===== config.mk =====
export PLATFORM = sky130hd
export DESIGN_NAME = fpnew_hub_mult_issuer
export DESIGN_NICKNAME = d
export VERILOG_FILES = /design/src/rtl/hub_mult_pkg.sv /design/src/rtl/hub_sync_fifo.sv /design/src/rtl/fpnew_hub_mult_issuer.sv
export SDC_FILE = /design/constraint.sdc
export NUM_CORES = 1
export LEC_CHECK = 0
export CORE_MARGIN = 2
export CORE_UTILIZATION = 25
export DETAILED_ROUTE_END_ITERATION = 8
export HOLD_SLACK_MARGIN = 0.15
export PLACE_DENSITY = 0.52
export RECOVER_POWER = 25
export SLEW_MARGIN = 5
export SYNTH_ARGS = -nofsm -noshare
export SYNTH_HDL_FRONTEND = slang
export SYNTH_SLANG_ARGS = --single-unit
export TNS_END_PERCENT = 5

===== constraint.sdc =====
create_clock -name clk_i -period 6.3 [get_ports clk_i]
set_clock_uncertainty 0.1 [all_clocks]
set_input_delay 0.63 -clock clk_i [delete_from_list [all_inputs] [get_ports clk_i]]
set_output_delay 0.63 -clock clk_i [all_outputs]
set_load 0.1 [all_outputs]

===== src/rtl/hub_mult_pkg.sv =====
// Shared types for the HUB multiplier issue/collect slice: FPU-side operation and status
// types, the operand-width helper and the issuer state encoding.
package hub_mult_pkg;

    typedef enum logic [2:0] {FP32, FP64, FP16, FP8, FP16ALT} fp_format_e;

    typedef enum logic [3:0] {
        FMADD, FNMSUB, ADD, MUL, DIVSQRT, SQRT, SGNJ, MINMAX,
        CMP, CLASSIFY, F2F, F2I, I2F, CPKAB, CPKCD
    } operation_e;

    typedef struct packed {
        logic nv;
        logic dz;
        logic of;
        logic uf;
        logic nx;
    } status_t;

    typedef enum logic {StRun, StFlush} state_e;

    function automatic int unsigned fp_width(fp_format_e fmt);
        case (fmt)
            FP32:    return 32;
            FP64:    return 64;
            FP16:    return 16;
            FP8:     return 8;
            FP16ALT: return 16;
            default: return 32;
        endcase
    endfunction

endpackage


===== src/rtl/hub_sync_fifo.sv =====
// Synchronous FIFO with wrap-bit pointers and a synchronous clear that wins over push/pop.
module hub_sync_fifo #(
    parameter int unsigned Width = 8,
    parameter int unsigned Depth = 4
) (
    input  logic             clk_i,
    input  logic             rst_ni,
    input  logic             clr_i,
    input  logic             push_i,
    input  logic [Width-1:0] data_i,
    input  logic             pop_i,
    output logic [Width-1:0] data_o,
    output logic             full_o,
    output logic             empty_o
);
    localparam int unsigned AddrW = $clog2(Depth);

    logic [AddrW:0]   wr_q, wr_d, rd_q, rd_d;
    logic [Width-1:0] mem_q [Depth];
    logic             do_push, do_pop;

    assign full_o  = (wr_q[AddrW] != rd_q[AddrW]) && (wr_q[AddrW-1:0] == rd_q[AddrW-1:0]);
    assign empty_o = (wr_q == rd_q);
    assign do_push = push_i && !full_o;
    assign do_pop  = pop_i && !empty_o;
    assign data_o  = mem_q[rd_q[AddrW-1:0]];

    always_comb begin
        wr_d = wr_q;
        rd_d = rd_q;
        if (clr_i) begin
            wr_d = '0;
            rd_d = '0;
        end else begin
            if (do_push) wr_d = wr_q + 1'b1;
            if (do_pop)  rd_d = rd_q + 1'b1;
        end
    end

    always_ff @(posedge clk_i or negedge rst_ni) begin
        if (!rst_ni) begin
            wr_q <= '0;
            rd_q <= '0;
        end else begin
            wr_q <= wr_d;
            rd_q <= rd_d;
        end
    end

    always_ff @(posedge clk_i) begin
        if (do_push && !clr_i) mem_q[wr_q[AddrW-1:0]] <= data_i;
    end

endmodule


===== src/rtl/fpnew_hub_mult_issuer.sv =====
// Credit-limited issue of multiplications into an FPU slot, with in-order tagged result
// collection, a one-cycle flush state and sticky status flags.
module fpnew_hub_mult_issuer
    import hub_mult_pkg::*;
#(
    parameter fp_format_e  FpFormat = FP16,
    parameter int unsigned WIDTH    = fp_width(FpFormat),
    parameter int unsigned Depth    = 4,
    parameter int unsigned TagW     = 4
) (
    input  logic                  clk_i,
    input  logic                  rst_ni,
    input  logic                  flush_i,
    input  logic                  req_valid_i,
    output logic                  req_ready_o,
    input  logic [WIDTH-1:0]      req_a_i,
    input  logic [WIDTH-1:0]      req_b_i,
    input  logic [TagW-1:0]       req_tag_i,
    output logic [2:0][WIDTH-1:0] fpu_operands_o,
    output operation_e            fpu_op_o,
    output logic                  fpu_op_mod_o,
    output logic                  fpu_in_valid_o,
    input  logic                  fpu_in_ready_i,
    output logic                  fpu_flush_o,
    input  logic [WIDTH-1:0]      fpu_result_i,
    input  status_t               fpu_status_i,
    input  logic                  fpu_out_valid_i,
    output logic                  fpu_out_ready_o,
    output logic                  rsp_valid_o,
    input  logic                  rsp_ready_i,
    output logic [WIDTH-1:0]      rsp_result_o,
    output status_t               rsp_status_o,
    output logic [TagW-1:0]       rsp_tag_o,
    output status_t               fflags_o,
    input  logic                  fflags_clr_i
);
    localparam int unsigned     CntW     = $clog2(Depth) + 1;
    localparam logic [CntW-1:0] DepthCnt = CntW'(Depth);

    typedef struct packed {
        logic [WIDTH-1:0] result;
        status_t          status;
        logic [TagW-1:0]  tag;
    } rsp_t;

    state_e          state_q, state_d;
    logic [CntW-1:0] credits_q, credits_d;
    status_t         fflags_q, fflags_d;

    logic            in_run, issue_en, issue_hs, out_hs, accept, rsp_hs, fifo_clr;
    logic            tag_push, tag_pop, tag_full, tag_empty;
    logic [TagW-1:0] tag_head, rsp_tag_sel;
    logic            res_full, res_empty;
    rsp_t            res_in, res_head;

    assign in_run   = (state_q == StRun);
    assign issue_en = in_run && (credits_q < DepthCnt);
    assign fifo_clr = !in_run;

    assign fpu_in_valid_o    = issue_en && req_valid_i;
    assign req_ready_o       = issue_en && fpu_in_ready_i;
    assign issue_hs          = fpu_in_valid_o && fpu_in_ready_i;
    assign fpu_operands_o[0] = '0;
    assign fpu_operands_o[1] = req_a_i;
    assign fpu_operands_o[2] = req_b_i;
    assign fpu_op_o          = MUL;
    assign fpu_op_mod_o      = 1'b0;
    assign fpu_flush_o       = !in_run;
    assign fpu_out_ready_o   = 1'b1;

    // A zero-latency FPU answers in its issue cycle, before the tag has reached the FIFO.
    assign out_hs      = fpu_out_valid_i && fpu_out_ready_o;
    assign accept      = out_hs && in_run && (!tag_empty || issue_hs);
    assign tag_pop     = accept && !tag_empty;
    assign tag_push    = issue_hs && !(accept && tag_empty);
    assign rsp_tag_sel = tag_empty ? req_tag_i : tag_head;

    assign res_in.result = fpu_result_i;
    assign res_in.status = fpu_status_i;
    assign res_in.tag    = rsp_tag_sel;

    assign rsp_valid_o  = in_run && !res_empty;
    assign rsp_hs       = rsp_valid_o && rsp_ready_i;
    assign rsp_result_o = res_head.result;
    assign rsp_status_o = res_head.status;
    assign rsp_tag_o    = res_head.tag;
    assign fflags_o     = fflags_q;

    hub_sync_fifo #(.Width(TagW), .Depth(Depth)) u_tag_fifo (
        .clk_i   (clk_i),
        .rst_ni  (rst_ni),
        .clr_i   (fifo_clr),
        .push_i  (tag_push),
        .data_i  (req_tag_i),
        .pop_i   (tag_pop),
        .data_o  (tag_head),
        .full_o  (tag_full),
        .empty_o (tag_empty)
    );

    hub_sync_fifo #(.Width($bits(rsp_t)), .Depth(Depth)) u_res_fifo (
        .clk_i   (clk_i),
        .rst_ni  (rst_ni),
        .clr_i   (fifo_clr),
        .push_i  (accept),
        .data_i  (res_in),
        .pop_i   (rsp_hs),
        .data_o  (res_head),
        .full_o  (res_full),
        .empty_o (res_empty)
    );

    always_comb begin
        state_d   = state_q;
        credits_d = credits_q;
        fflags_d  = fflags_q;
        case (state_q)
            StRun:   state_d = flush_i ? StFlush : StRun;
            StFlush: state_d = flush_i ? StFlush : StRun;
            default: state_d = StRun;
        endcase
        if (!in_run) begin
            credits_d = '0;
        end else if (issue_hs && !rsp_hs) begin
            credits_d = credits_q + 1'b1;
        end else if (!issue_hs && rsp_hs) begin
            credits_d = credits_q - 1'b1;
        end
        if (rsp_hs) begin
            fflags_d = fflags_clr_i ? res_head.status : status_t'(fflags_q | res_head.status);
        end else if (fflags_clr_i) begin
            fflags_d = '0;
        end
    end

    always_ff @(posedge clk_i or negedge rst_ni) begin
        if (!rst_ni) begin
            state_q   <= StRun;
            credits_q <= '0;
            fflags_q  <= '0;
        end else begin
            state_q   <= state_d;
            credits_q <= credits_d;
            fflags_q  <= fflags_d;
        end
    end

    res_space_a: assert property (@(posedge clk_i) disable iff (!rst_ni) accept |-> !res_full);
    tag_space_a: assert property (@(posedge clk_i) disable iff (!rst_ni) tag_push |-> !tag_full);

endmodule


Yosys cells after proc, flatten, opt, wreduce, memory -nomap -nowiden:

Memories as Yosys holds them, arrays and structs flattened.
Cells that the tools add are included.

* reduce and logical (&&, ||, !) cells: 36
* bitwise operators: 2
* mux-type cells: 20
* magnitude comparators: 1
* equal/unequal tests: 6
* $add $sub $neg: 6

Operator list (number)
* 2-to-1 mux 3 bit: 11
* logical AND 1 bit: 21
* adder 3 x 1 -> 3 bit, second input constant: 5
* 2-to-1 mux 5 bit: 3
* nonzero test 2 bit: 5
* logical NOT 1 bit: 8
* equality test 3 bit: 2
* 2-to-1 mux 1 bit: 5
* OR 5 bit: 1
* equality test 2 bit: 2
* 2-to-1 mux 4 bit: 1
* < comparator 3 bit, second input constant: 1
* nonzero test 3 bit: 1
* subtractor 3 x 1 -> 3 bit, second input constant: 1
* != test 1 bit: 2
* logical OR 1 bit: 1
* NOT 1 bit: 1

* RAM bits: 116
* memories: 2
* logic and storage cells: 84
* input port bits: 65
* register bits after elaboration: 21
* output and inout bits: 88

Memories
* u_res_fifo.mem_q: words 4, width 25, read ports 1, clocked after memory_dff 0, wr ports 1, line hub_sync_fifo.sv:19 `logic [Width-1:0] mem_q [Depth];`
* u_tag_fifo.mem_q: words 4, width 4, read ports 1, clocked after memory_dff 0, wr ports 1, line hub_sync_fifo.sv:19

Longest topological paths before layout:

Gate-level depths: netlist of run 1.

* depth after elaboration: 13
* depth in mapped cells: 8
* gate-level depth less buffers: 7

Hierarchy:

Synthesis of run 1 repeated with hierarchy kept, for this count alone.

* cell total of the unflattened synthesis: 395
* area, all modules: 6307.3 µm²

By module, submodules not included
* hub_sync_fifo (u_res_fifo): cells an instance 195, seq. area each 3153.0 µm², area an instance 4184.0 µm², instances 1
* hub_sync_fifo (u_tag_fifo): cells an instance 89, seq. area each 630.6 µm², area an instance 1177.4 µm², instances 1
* fpnew_hub_mult_issuer: cells an instance 111, seq. area each 225.2 µm², area an instance 945.9 µm², instances 1

Least setup slack after synthesis of run 1:

OpenSTA, ideal clock, no wires.

* kind: reg-to-output
* start point: reg state_q, in the netlist fpu_flush_o
* end point: out rsp_valid_o
* slack: 3051 ps
* stages on the path, launching flop included: 4
* data arrival time: 2519 ps
* cell sequence: dfrtp_1 -> buf_4 -> clkbuf_1 -> nor2_1

* longest elaborated chain between the ends: 2

Ends and longest elaborated chain
* from (decl): line fpnew_hub_mult_issuer.sv:46 `state_e state_q, state_d;`
* from (signal assigned): line fpnew_hub_mult_issuer.sv:138 `state_q <= StRun;`
* from (signal assigned): line fpnew_hub_mult_issuer.sv:142 `state_q <= state_d;`
* NOT 1 bit: line fpnew_hub_mult_issuer.sv:56 `assign in_run = (state_q == StRun);`
* logical AND 1 bit: line fpnew_hub_mult_issuer.sv:82 `assign rsp_valid_o = in_run && !res_empty;`
* to (decl): line fpnew_hub_mult_issuer.sv:29 `output logic rsp_valid_o,`

Every way passes these cells.

Worst setup path after layout of run 1:

* start point: reg u_res_fifo.rd_q[0]
* end point: out rsp_valid_o

* longest elaborated chain between the ends: 3

Ends and longest elaborated chain
* from (decl): line hub_sync_fifo.sv:18 `logic [AddrW:0] wr_q, wr_d, rd_q, rd_d;`
* from (signal assigned): line hub_sync_fifo.sv:46 `rd_q <= rd_d;`
* equality test 3 bit: line hub_sync_fifo.sv:23 `assign empty_o = (wr_q == rd_q);`
* logical NOT 1 bit: line fpnew_hub_mult_issuer.sv:82
* logical AND 1 bit: line fpnew_hub_mult_issuer.sv:82

Every way passes these cells.

==> metrics.md, run 1 <==
| Metric | Value |
|---|---|
| Post-layout nets | 450 |
| Remaining DRCs | 0 |
| First-pass GRT wire length | 17200 µm |
| Final Setup Violations | 0 |
| Tcrit/Tclk final | 62.0% |
| Status | complete, no violations |
| EDFF count, synth | 116 |
| FP Rows | 56 |
| Post-Route WL | 11200 µm |
| R2R cell count | 3 |
| Via-to-Cell Ratio | 3.99 |
| Critical path class | reg -> out |
| Sum of negative setup slack | 0 ns |
| Setup bufs post-CTS | 0 |
| Syn avg cell area | 17.9 µm² |
| Core Area | 23400 µm² |
| Comb power frac | 36.0% |
| Internal power | 0.00194 W |
| Cell area after synthesis | 5930 µm² |
| Slew headroom | 25.5% |
| Peak Freq | 256 MHz |
| Worst hold path class | reg -> reg |
| Synth top area cells | edfxtp_1 59%, mux4_2 11%, dfrtp_1 8.9% |
| Final core occ | 30.6% |
| Worst Path Max Fanout | 28 |
| Die width | 158 µm |
| Crit path launch type | flop |
| Min-Delay Endpoint | fflags_o[0] |
| Total grt overflow | 0 |
| CTS buffer count | 17 |
| Critical R2R Capture | u_res_fifo.mem_q[1][10] |
| Final ANT Viol Nets | 0 |
| Die Y | 158 µm |
| Sequential share of the synthesized area | 67.6% |
| VDD IR max | 0.182 mV |
| Count of final max-slew check failures | 0 |
| Period minus WS final | 3.91 ns |
| Io pins | 153 |
| Seq cells post-synth | 137 |
| Gr usage total | 9.56% |
| Clock transition at path regs | 0.06 ns |
| Cell count after synthesis | 332 |
| Clock power frac | 28.7% |
| RSZ-0062 raised after global routing | false |
| Vias | 2815 |
| Worst hold start | fflags_o[0] |
| Commonest non-fill, non-tap cell in the layout | edfxtp_1 |
| Largest net degree at the start of global routing | 29 |
| DIE AREA | 25000 µm² |
| Net switching power | 0.00128 W |
| Part of the power in registers | 35.3% |
| Yosys top cell by area | edfxtp_1 |
| Power per cell area | 450 nW/µm² |
| Post-CTS Resized | 0 |
| Worst Setup End Kind | primary output |
| Clock sinks | 137 |
| Clock Latency Late Sink | 0.42 ns |
| CTS tree | built |
| Vias in the first global route | 3064 |
| Post-synth ARST share | 15.3% |
| GP Congestion | 0.653 |
| Hold path cells | 1 |
| Worst EP required | 5.57 ns |
| Pre-antenna DRT Iters | 4 |
| LEAKAGE | 2.47 nW |
| H-Tree Depth | 4 |
| Fill count | 2312 |
| Wirelength per Cell | 15.8 µm |
| Post-synth top area share | 58.7% |
| Synth unique cells | 40 |
| CTS Buffer Depth | 2 |
| Port-buffer cells | 66 |
| Area Overhead vs Synth | 20.8% |
| Syn. warnings | 0 |
| Antenna diodes | 0 |
| Reg-to-reg setup timing slack | 3.43 ns |
| Initial Utilization | 25.3% |
| Final hold violation count | 0 |
| Root Driver | clkbuf_16 |
| Layout cell share with drive strength beyond 1 | 19.6% |
| R2r startpoint | u_res_fifo.rd_q[0] |
| Switching portion of total power | 39.9% |
| CTS Hold Bufs | 0 |
| First-iteration detailed-routing DRC count | 134 |
| Data arrival time of the worst path | 3.18 ns |
| Main synth FF type | edfxtp_1 |
| Most frequent cells in the layout | 116 x edfxtp_1, 44 x clkdlybuf4s50_1, 29 x mux4_2 |
| Post-DP HPWL | 7170 µm |
| Least-Margin Pin Slew | 1.11 ns |
| Initial antenna violation count | 0 |
| Max-cap check violation count | 0 |
power by group through the flow:
| stage | clock network, W | logic (W) | registers [W] |
|---|---|---|---|
| after floorplan | 0 | 0.00103 | 0.00116 |
| after global placement | 0 | 0.00116 | 0.00116 |
| after detailed placement | 0 | 0.00117 | 0.00116 |
| after CTS | 0.000947 | 0.00117 | 0.00115 |
| after global routing | 0.000988 | 0.00121 | 0.00116 |
| final | 0.000923 | 0.00116 | 0.00114 |
worst max-delay path, stage by stage, from the launching register on:
cell and delay, ns:
dfrtp_2 1.02, xor2_2 0.31, nor3_1 0.12, nor2_1 0.14, clkdlybuf4s50_1 1.15
routing by layer:
layer / routed length, µm / up-vias / GRT usage [%] / part of all wire, %
met4: 173 / 0 / 4.29 / 1.6
met5: 0 / - / 0 / 0
li1: - / 1277 / - / -
met3: 703 / 16 / 3.81 / 6.3
met2: 5610 / 85 / 16.2 / 50
met1: 4670 / 1437 / 10.6 / 42
state kept, by name, summed over array words and instances (netlist names):
signal and flops:
u_res_fifo.mem_q 100, u_res_fifo.wr_q 3, fpu_flush_o 1, fflags_o 5
u_tag_fifo.wr_q 3, u_tag_fifo.rd_q 3, u_tag_fifo.mem_q 16, credits_q 3
u_res_fifo.rd_q 3
per-stage QoR:
step / total power, W / hold slack (ns) / instance area (µm²) / std cells / setup slack [ns]
global route: 0.00336 / 0.428 / 7170 / 706 / 2.12
floorplan: 0.00219 / 0.234 / 6010 / 352 / 3.05
finish: 0.00322 / 0.410 / 7170 / 706 / 2.39
detailed placement: 0.00233 / 0.397 / 6610 / 674 / 2.71
global placement: 0.00232 / 0.392 / 6610 / 674 / 2.70
CTS: 0.00327 / 0.413 / 7170 / 706 / 2.24
Yosys cell counts, drive strengths merged, types with 2 or more instances:
master  count
edfxtp    116
buf        61
mux4       29
dfrtp      21
nor2       12
ha         10
xor2       10
inv         9
mux2        8
and3        6
a22o        5
and2        4
clkbuf      4
mux2i       4
nand2       4
nand3       3
o31ai       3
xnor2       3
a21oi       2
conb        2
nor3b       2
o311ai      2
cells by family after synthesis:
kind of cell / after synthesis / synth area share, %
mux: 41 / 13.2
fa+ha+maj: 11 / 2.45
xor+xnor: 13 / 2.05
compound gates: 17 / 2.49
flops: 137 / 67.6
buf+inv: 74 / 8.54
simple gates: 37 / 3.56
other cells: 2 / 0.127
worst max-delay path by stage:
stage                        from  slack [ns]           to  cells past startpoint
2_1_floorplan         fpu_flush_o        3.05  rsp_valid_o                      3
3_3_place_gp   u_res_fifo.rd_q[0]        2.70  rsp_valid_o                      4
3_5_place_dp   u_res_fifo.rd_q[0]        2.71  rsp_valid_o                      4
4_1_cts        u_res_fifo.rd_q[0]        2.24  rsp_valid_o                      4
5_1_grt        u_res_fifo.rd_q[0]        2.12  rsp_valid_o                      4
6_report       u_res_fifo.rd_q[0]        2.39  rsp_valid_o                      4
final cells by class:
type	count	area, µm²	share of cell area [%]
timing repair buffer	68	676	9.43
clock buffer	19	433	6.04
multi-input combinational	141	1500	20.9
sequential	137	4010	56.0
tap	319	399	5.57
inverter	9	33.8	0.471
clock inverter	13	120	1.68
Power figures use the tool's default switching activity.
==> run 2, diff against run 1 <==
clock period = 3.7 ns   (was 6.3 ns; I/O delays follow)
==> metrics.md, run 2 (synthesis results as in run 1) <==
| Metric | Value |
|---|---|
| Port-buffer cells | 66 (unchanged) |
| Post-DP HPWL | 7410 µm (was 7170 µm) |
| Seq. cell area | 4010 µm² (unchanged) |
| Tot Pwr | 0.00552 W (was 0.00322 W) |
| Slew headroom | 23.7% (was 25.5%) |
| Final hold violation count | 0 (unchanged) |
| Most frequent cells in the layout | 116 x edfxtp_1, 30 x buf_4, 29 x mux4_2 (was 116 x edfxtp_1, 44 x clkdlybuf4s50_1, 29 x mux4_2) |
| First-iteration detailed-routing DRC count | 146 (was 134) |
| Die width | 158 µm (unchanged) |
| Worst Path Max Fanout | 15 (was 28) |
| First-pass GRT wire length | 16800 µm (was 17200 µm) |
| Max reg flops | 100 (unchanged) |
| Reg-to-reg setup timing slack | 1.23 ns (was 3.43 ns) |
| Minimum hold slack | 0.403 ns (was 0.410 ns) |
| Peak Freq | 353 MHz |
| Total grt overflow | 0 (unchanged) |
| Critical path class | reg -> out (unchanged) |
| Initial Utilization | 25.3% (unchanged) |
| H-Tree Depth | 4 (unchanged) |
| CTS buffer count | 17 (unchanged) |
| Area Overhead vs Synth | 20.3% (was 20.8%) |
| Critical R2R Capture | u_res_fifo.mem_q[2][4] (was u_res_fifo.mem_q[1][10]) |
| Setup bufs post-CTS | 0 (unchanged) |
| Min-Delay Endpoint | fflags_o[3] (was fflags_o[0]) |
| Worst EP required | 3.23 ns (was 5.57 ns) |
| Core Area | 23400 µm² (unchanged) |
| Period minus WS final | 2.84 ns |
| Post-CTS Resized | 0 (unchanged) |
| Die Y | 158 µm (unchanged) |
| LEAKAGE | 2.52 nW (was 2.47 nW) |
| R2R cell count | 3 (unchanged) |
| RSZ-0062 raised after global routing | false (unchanged) |
| DIE AREA | 25000 µm² (unchanged) |
| Area of the multi-input gates | 1500 µm² (unchanged) |
| Sum of negative setup slack | 0 ns (unchanged) |
| Data arrival time of the worst path | 2.37 ns (was 3.18 ns) |
| Fin worst setup slack | 0.865 ns (was 2.39 ns) |
| Count of final max-slew check failures | 0 (unchanged) |
| Clock transition at path regs | 0.06 ns (about the same) |
| Final Setup Violations | 0 (unchanged) |
| Wirelength per Cell | 15.9 µm (was 15.8 µm) |
| Hold path cells | 1 (unchanged) |
| CTS tree | built (unchanged) |
| Max-cap check violation count | 0 (unchanged) |
| Initial antenna violation count | 0 (unchanged) |
| Clock Latency Late Sink | 0.41 ns (was 0.42 ns) |
| Post-layout nets | 451 (was 450) |
| Via-to-Cell Ratio | 4.02 (was 3.99) |
| Tcrit/Tclk final | 76.6% |
| CTS Hold Bufs | 0 (unchanged) |
| Final ANT Viol Nets | 0 (unchanged) |
| Largest net degree at the start of global routing | 28 (was 29) |
| R2r startpoint | u_res_fifo.rd_q[0] (unchanged) |
| Crit path launch type | flop (unchanged) |
| Status | complete, no violations (unchanged) |
| Vias | 2841 (was 2815) |
| CTS Buffer Depth | 2 (unchanged) |
| VDD IR max | 0.327 mV (was 0.182 mV) |
| Remaining DRCs | 0 (unchanged) |
| Power per cell area | 774 nW/µm² (was 450 nW/µm²) |
| Least-Margin Pin Slew | 1.14 ns (was 1.11 ns) |
| GP Congestion | 0.686 (was 0.653) |
| FP Rows | 56 (unchanged) |
| Worst hold start | fflags_o[3] (was fflags_o[0]) |
| Root Driver | clkbuf_16 (unchanged) |
| Worst Setup End Kind | primary output (unchanged) |
| Fill count | 2321 (was 2312) |
| Io pins | 153 (unchanged) |
| Final core occ | 30.5% (was 30.6%) |
| Clock sinks | 137 (unchanged) |
| Pre-antenna DRT Iters | 5 (was 4) |
| Antenna diodes | 0 (unchanged) |
| Pre-CTS setup slack | 1.11 ns (was 2.71 ns) |
| Post-Route WL | 11200 µm (about the same) |
| Gr usage total | 9.29% (was 9.56%) |
| Vias in the first global route | 3035 (was 3064) |
| Commonest non-fill, non-tap cell in the layout | edfxtp_1 (unchanged) |
| Worst hold path class | reg -> reg (unchanged) |
| Layout cell share with drive strength beyond 1 | 27.6% (was 19.6%) |
[run 2: layer usage]
metal	track usage, %	vias up	routed length [µm]
met5	0	-	0
met4	4.16	0	165
met3	2.82	16	587
met2	15.7	87	5740
met1	10.9	1456	4730
li1	-	1282	-
[run 2: final cells by class]
type	instances	area share, %
clock buffers	18	6.15
clock inverters	14	1.88
flip-flops and latches	137	56.2
multi-input cells	141	21.0
inverters	9	0.473
repair buffers	69	8.77
well taps	319	5.59
[run 2: metrics by stage]
step	instance area, µm²	instances
3_5_place_dp	6560	675
6_report	7140	707
5_1_grt	7140	707
2_1_floorplan	6010	352
4_1_cts	7140	707
3_3_place_gp	6560	675
[run 2: worst max-delay path, stage by stage, from the launching register on]
cell     delay [ns]
dfrtp_2        0.69
buf_4          0.41
mux4_2         0.60
buf_4          0.26
[run 2: how the worst max path moves through the flow]
stage / from / endpoint / slack [ns]
after floorplan: fpu_flush_o / rsp_valid_o / 0.71
after global placement: fpu_in_ready_i / u_res_fifo.mem_q[0][18] / 1.14
after detailed placement: req_valid_i / u_res_fifo.mem_q[2][17] / 1.11
after CTS: u_res_fifo.rd_q[0] / rsp_tag_o[3] / 0.76
after global routing: u_res_fifo.rd_q[0] / rsp_status_o[3] / 0.68
final: u_res_fifo.rd_q[0] / rsp_status_o[3] / 0.86
[run 2: power breakdown]
part / switching, W / leakage, nW / internal (W)
clock: 0.000666 / 0.279 / 0.000956
sequential: 0.0000954 / 1.33 / 0.00180
combinational: 0.00146 / 0.906 / 0.000550
==> run 3, diff against run 2 <==
clock period = 2.9 ns   (was 3.7 ns; I/O delays follow)
==> metrics.md, run 3 (synthesis results as in run 1) <==
| Metric | Value |
|---|---|
| Status | complete, no violations (unchanged) |
| Tcrit/Tclk final | 85.0% |
| Vias in the first global route | 3042 (was 3035) |
| Vias | 2883 (was 2841) |
| DIE AREA | 25000 µm² (unchanged) |
| Pre-CTS setup slack | 0.593 ns (was 1.11 ns) |
| FP Rows | 56 (unchanged) |
| R2r startpoint | u_res_fifo.rd_q[0] (unchanged) |
| Initial antenna violation count | 0 (unchanged) |
| Commonest non-fill, non-tap cell in the layout | edfxtp_1 (unchanged) |
| Worst hold path class | in -> reg (was reg -> reg) |
| Post-CTS Resized | 0 (unchanged) |
| Via-to-Cell Ratio | 4.02 (about the same) |
| First-pass GRT wire length | 17000 µm (was 16800 µm) |
| Critical path class | reg -> out (unchanged) |
| First-iteration detailed-routing DRC count | 148 (was 146) |
| R2R cell count | 6 (was 3) |
| VDD IR max | 0.443 mV (was 0.327 mV) |
| Reg-to-reg setup timing slack | 0.73 ns (was 1.23 ns) |
| Layout cell share with drive strength beyond 1 | 29.9% (was 27.6%) |
| Worst Setup End Kind | primary output (unchanged) |
| Crit path to | rsp_status_o[3] (unchanged) |
| LEAKAGE | 2.69 nW (was 2.52 nW) |
| Sum of negative setup slack | 0 ns (unchanged) |
| Peak Freq | 406 MHz |
| Max reg flops | 100 (unchanged) |
| Post-layout nets | 461 (was 451) |
| Clock Latency Late Sink | 0.41 ns (about the same) |
| Core Area | 23400 µm² (unchanged) |
| H-Tree Depth | 4 (unchanged) |
| CTS buffer count | 17 (unchanged) |
| GP Congestion | 0.686 (about the same) |
| Largest net degree at the start of global routing | 28 (unchanged) |
| Worst EP required | 2.51 ns (was 3.23 ns) |
| Post-DP HPWL | 7470 µm (was 7410 µm) |
| Io pins | 153 (unchanged) |
| Remaining DRCs | 0 (unchanged) |
| Tot Pwr | 0.00756 W (was 0.00552 W) |
| Fin worst setup slack | 0.435 ns (was 0.865 ns) |
| Final ANT Viol Nets | 0 (unchanged) |
| Data arrival time of the worst path | 2.07 ns (was 2.37 ns) |
| Clock sinks | 137 (unchanged) |
| Gr usage total | 9.31% (was 9.29%) |
| Port-buffer cells | 66 (unchanged) |
| CTS tree | built (unchanged) |
| Antenna diodes | 0 (unchanged) |
| Final Setup Violations | 0 (unchanged) |
| Period minus WS final | 2.46 ns |
| Area Overhead vs Synth | 27.1% (was 20.3%) |
| Worst Path Max Fanout | 20 (was 15) |
| CTS Buffer Depth | 2 (unchanged) |
| Die Y | 158 µm (unchanged) |
| Initial Utilization | 25.3% (unchanged) |
| Total grt overflow | 0 (unchanged) |
| Max-cap check violation count | 0 (unchanged) |
| RSZ-0062 raised after global routing | false (unchanged) |
| Count of final max-slew check failures | 0 (unchanged) |
| Fill count | 2282 (was 2321) |
| Least-Margin Pin Slew | 0.617 ns (was 1.14 ns) |
| Power per cell area | 1000 nW/µm² (was 774 nW/µm²) |
| Slew headroom | 58.8% (was 23.7%) |
| Critical R2R Capture | credits_q[1] (was u_res_fifo.mem_q[2][4]) |
| CP Launch Point | u_res_fifo.rd_q[0] (unchanged) |
| CTS Hold Bufs | 1 (was 0) |
| Final hold violation count | 0 (unchanged) |
| Pre-antenna DRT Iters | 4 (was 5) |
| Setup bufs post-CTS | 0 (unchanged) |
| Post-Route WL | 11100 µm (was 11200 µm) |
| Die width | 158 µm (unchanged) |
| Root Driver | clkbuf_16 (unchanged) |
| Crit path launch type | flop (unchanged) |
| Clock transition at path regs | 0.06 ns (about the same) |
| Wirelength per Cell | 15.4 µm (was 15.9 µm) |
| Most frequent cells in the layout | 116 x edfxtp_1, 29 x mux4_2, 27 x buf_12 (was 116 x edfxtp_1, 30 x buf_4, 29 x mux4_2) |
[run 3: cell count changes in the layout (fill, tap and decap cells not counted), sizes merged]
cell and change:
buf +15, clkinv -1, clkinvlp +2, dlygate4sd3 -6
inv -3, clkdlybuf4s50 +1, clkbuf +1, bufinv +1
[run 3: how the worst min path moves through the flow]
stage                            from  cells after the start      endpoint  slack [ns]
after global routing          flush_i                      1   fpu_flush_o        0.33
after global placement    fflags_o[1]                      1   fflags_o[1]        0.41
after floorplan                rst_ni                      0  credits_q[0]       -0.11
final                         flush_i                      1   fpu_flush_o        0.33
after CTS                     flush_i                      1   fpu_flush_o        0.19
after detailed placement  fflags_o[1]                      1   fflags_o[1]        0.41
[run 3: where the power goes]
part | switching (W) | internal, W | total (W) | leakage, nW
clock network | 0.000827 | 0.00130 | 0.00212 | 0.277
logic | 0.00196 | 0.00108 | 0.00303 | 1.08
registers | 0.000105 | 0.00229 | 0.00240 | 1.33
[run 3: per-layer routing]
metal	vias up	wire length, µm	track usage (%)
li1	1301	-	-
met1	1470	4580	11.2
met2	83	5430	14.9
met3	29	819	3.48
met4	0	222	3.99
met5	-	0	0
[run 3: metrics by stage]
step	hold WS, ns	std cells	utilization [%]	cell area [µm²]
3_3_place_gp	0.406	684	29.7	6940
5_1_grt	0.326	717	32.2	7540
6_report	0.326	717	32.2	7540
4_1_cts	0.191	717	32.2	7540
2_1_floorplan	-0.106	352	-	6010
3_5_place_dp	0.408	684	29.7	6940
[run 3: area by class of cell]
class	count	area (µm²)	share of cell area, %
clock inverter	13	144	1.91
inverter	9	33.8	0.448
timing repair buffer	79	1010	13.4
clock buffer	19	443	5.88
sequential	137	4010	53.2
tap	319	399	5.30
multi-input combinational	141	1490	19.8
[run 3: critical path, stage by stage, from the launching register on]
cell	delay, ns
dfrtp_2	0.58
buf_12	0.26
mux4_2	0.61
buf_12	0.20
==> RTL edit 1, RTL diff (settings of run 3) <==
`Depth` is set to 4 in 2 places; all go to 2.
--- a/src/rtl/hub_sync_fifo.sv
+++ b/src/rtl/hub_sync_fifo.sv
@@ -1,7 +1,7 @@
 // Synchronous FIFO with wrap-bit pointers and a synchronous clear that wins over push/pop.
 module hub_sync_fifo #(
     parameter int unsigned Width = 8,
-    parameter int unsigned Depth = 4
+    parameter int unsigned Depth = 2
 ) (
     input  logic             clk_i,
     input  logic             rst_ni,
--- a/src/rtl/fpnew_hub_mult_issuer.sv
+++ b/src/rtl/fpnew_hub_mult_issuer.sv
@@ -5,7 +5,7 @@
 #(
     parameter fp_format_e  FpFormat = FP16,
     parameter int unsigned WIDTH    = fp_width(FpFormat),
-    parameter int unsigned Depth    = 4,
+    parameter int unsigned Depth    = 2,
     parameter int unsigned TagW     = 4
 ) (
     input  logic                  clk_i,
Behaviour: not the same (Yosys sat finds a counterexample within 4 cycles, from zero or initial values and one cycle with rst_ni low).
==> RTL edit 1 against run 3 <==
Maximum frequency up 4.5%; routed wire length down 42%; design area down 41%; sequential cell count down 63; largest power group unchanged; synthesized area down 43%; non-clock buffer count down 7; total power down 44%; worst setup slack better by 110 ps.
==> RTL edit 1: results (changes against run 3) <==
CTS HTree Levels=3 (-1); WL met2=3.11 mm (-43%); sequential area share after synthesis=63.0% (-4.6 points); slowest CP cell=dfrtp_1; Place WS=379 ps (-214 ps); met1 usage=10.9% (-0.33 points); top post-synthesis cells by area=edfxtp_1 51%, buf_4 12%, dfrtp_1 12%; worst-skew pair later-pin latency=320 ps (-90 ps); routed vias=1853 (-36%); CP arrival=2280 ps (+210 ps); Async SR Flop Fraction=21.6% (+6.3 points); Top Family by Delay on Critical Path=simple AND/OR/NAND/NOR gates; maximum vdd drop=0.000271 V (-39%); R2R depth=4 (-2); crit path from=u_tag_fifo.rd_q[0]; Post-Place Cell Area=4210 um2 (-39%); hpwl dp=4.68 mm (-37%); Finished Layout Cells=459 (-36%); Mapped Avg Cell Area=14.4 um2 (-19%); Setup Buffers After CTS=0 (unchanged); 1st-iter DRT viols=122 (-18%); outcome=finished, final reports clean; synth cell count leaders=58 x edfxtp_1, 54 x buf_4, 20 x mux2_2, 16 x dfrtp_1, 11 x a21oi_1; post-synth cell types=38 (-5.0%); metal3 WL=486 um (-41%); Num CTS Buffers=9 (-8); Post-Route WL=6.41 mm (-42%); reg-to-reg slack, setup=540 ps (-190 ps); met3 GRT Util=3.49% (+0.014 points); GRT Util Overall=9.15% (-0.15 points); reg2reg start=u_tag_fifo.rd_q[0]; Hold WS=328 ps (+1.46 ps); worst-margin pin slew=780 ps (+163 ps); Final Net Count=343 (-26%); largest net degree at the start of global routing=29 (+3.6%); M2 GR Usage=14.6% (-0.31 points); Min-Delay Path Class=in -> async; routability cong.=0.688 (+0.23%); Placed Cells=443 (-35%); layout cells sized above 1=27.6% (-2.3 points); Largest register FFs=50 (-50%); P_leak=0.00165 uW (-39%)
[RTL edit 1: cell families after synthesis]
logic type | share of synthesized area, %
flip-flops | 63.0
buffers and inverters | 13.1
multiplexers | 9.75
AND/OR/NAND/NOR | 5.56
AO/OA/AOI/OAI | 5.63
XOR/XNOR | 2.80
other | 0.221
[RTL edit 1: power breakdown]
group	switching [uW]	internal [uW]	total, uW
clock network	381	602	983
logic	1280	600	1880
registers	74.9	1270	1350
[RTL edit 1: final timing paths]
path / endpoint
min in group clk_i: fflags_o[1]
min: u_tag_fifo.rd_q[0]
max reg2reg: u_res_fifo.mem_q[1][22]
max: u_res_fifo.mem_q[1][22]
min reg2reg: fflags_o[1]
max in group asynchronous: fflags_o[1]
[RTL edit 1: final cells by class]
class / count / area (um2)
Clock buffer: 14 / 254
Clock inverter: 2 / 12.5
Fill cell: 1301 / 8760
Inverter: 2 / 7.51
Multi-Input combinational cell: 119 / 898
Sequential cell: 74 / 2140
Tap cell: 176 / 220
Timing Repair Buffer: 72 / 946
==> RTL edit 2, RTL diff (config.mk and constraints of run 3) <==
Made on the original files. Reset style: synchronous (`rst_ni`), changed in 2 clocked blocks.
--- a/src/rtl/hub_sync_fifo.sv
+++ b/src/rtl/hub_sync_fifo.sv
@@ -37,7 +37,7 @@
         end
     end
 
-    always_ff @(posedge clk_i or negedge rst_ni) begin
+    always_ff @(posedge clk_i) begin
         if (!rst_ni) begin
             wr_q <= '0;
             rd_q <= '0;
--- a/src/rtl/fpnew_hub_mult_issuer.sv
+++ b/src/rtl/fpnew_hub_mult_issuer.sv
@@ -133,7 +133,7 @@
         end
     end
 
-    always_ff @(posedge clk_i or negedge rst_ni) begin
+    always_ff @(posedge clk_i) begin
         if (!rst_ni) begin
             state_q   <= StRun;
             credits_q <= '0;
Formal check against the unedited RTL: differs if rst_ni is asserted again (counterexample within 4 cycles, from zero or initial values and one cycle with rst_ni low); with rst_ni held inactive, the same outputs for 4 cycles.
==> RTL edit 2 against run 3 <==
Synthesized cell count rose by 6.6%; die area rose by 0.27%; routed wire length rose by 4.9%; sequential cell count rose by 4; final cell count rose by 2.5%; synthesized area rose by 0.27%; design area barely moved; worst setup slack improved by 34 ps; global-route usage rose by 0.53 points.
Power is not compared: it rests on default switching activity, and its combinational part moved more than twofold at a synthesized area within 25%.
==> RTL edit 2: results (changes against run 3) <==
outcome=finished, final reports clean; Avg WL per Cell=15.8 um (+2.3%); reg2reg start=u_res_fifo.wr_q[0]; clkbuf count=18 (-1); Post-Place Cell Area=6960 um2 (+0.22%); hpwl dp=7.73 mm (+3.6%); routed vias=2989 (+3.7%); P_leak=0.00257 uW; R2R depth=9 (+3); Layout fillers=2302 (+0.88%); sequential area share after synthesis=67.0% (-0.61 points); top post-synthesis cells by area=edfxtp_1 59%, mux4_2 11%, dfxtp_1 8.4%; GRT Util Overall=9.83% (+0.53 points); Hold Crit Depth=2 (+1); routability cong.=0.728 (+6.1%); synth cell count leaders=116 x edfxtp_1, 55 x buf_4, 29 x mux4_2, 25 x dfxtp_1; invs w/o clock=10 (+1); Seq/total area=52.9% (-0.30 points); Critical Path Max Stage Delay=650 ps (+40 ps); largest net degree at the start of global routing=26 (-7.1%); Final Net Count=480 (+4.1%); final-layout clock-cell area share=7.66% (-0.13 points); Non-clk bufs=73 (-7.6%); CP arrival=2040 ps (-30 ps); reg-to-reg slack, setup=470 ps (-260 ps); area of the multi-input gates=1560 um2 (+4.1%); 1st-iter DRT viols=176 (+19%); Data buffer area share=13.0% (-0.46 points); Place WS=220 ps (-373 ps); worst-margin pin slew=586 ps (-31.4 ps); vias in the first global route=3136 (+3.1%); Multi-Input Combinational=160 (+13%); maximum fanout count along the critical path=25 (+25%); Hold EP=fpu_flush_o; reg-to-reg endpoint=credits_q[2]; global-route wire length before repair=17.8 mm (+4.5%); Async SR Flop Fraction=0% (-15 points)
RTL edit 2: worst max-delay path by stage:
stage	cells past startpoint	slack (ps)	endpoint
after floorplan	1	-560	fpu_in_valid_o
after global placement	9	340	credits_q[2]
after detailed placement	9	220	credits_q[2]
after CTS	3	390	rsp_status_o[3]
after global routing	8	300	credits_q[2]
final	3	470	rsp_status_o[3]
RTL edit 2: worst register-to-register path, delay by kind of cell (launching register included):
kind,cells,cell delay [ps]
adder cells (fa/ha/maj),2,570
XOR/XNOR,2,540
flip-flops,1,350
AO/OA/AOI/OAI,2,330
AND/OR/NAND/NOR,1,310
buffers and inverters,2,150
RTL edit 2: cell families after synthesis:
logic type / after synthesis / share of synthesized area (%)
compound gates: 23 / 2.55
xor+xnor: 14 / 2.19
fa+ha+maj: 12 / 2.65
buf+inv: 73 / 8.14
flops: 141 / 67.0
mux: 36 / 12.2
other cells: 2 / 0.126
simple gates: 53 / 5.13
RTL edit 2: metal layers:
layer  track usage (%)  up-vias  part of all wire, %
li1                  -     1373                    -
met1              12.4     1483                   45
met2              15.4      106                   47
met3              3.54       27                  6.4
met4              3.95        0                  1.7
met5                 0        -                    0
RTL edit 2: power groups by stage:
stage / logic (uW) / clock network (uW) / registers [uW]
finish: 577 / 2100 / 2240
detailed placement: 584 / 0 / 2280
global route: 605 / 2250 / 2240
CTS: 586 / 2160 / 2240
floorplan: 617 / 0 / 2290
global placement: 579 / 0 / 2280
RTL edit 2: stage by stage:
step / util (%) / hold WS (ps) / cells
after floorplan: - / 289 / 374
after global placement: 29.7 / 366 / 703
after detailed placement: 29.7 / 372 / 703
after CTS: 32.2 / 331 / 735
after global routing: 32.2 / 355 / 735
final: 32.2 / 348 / 735
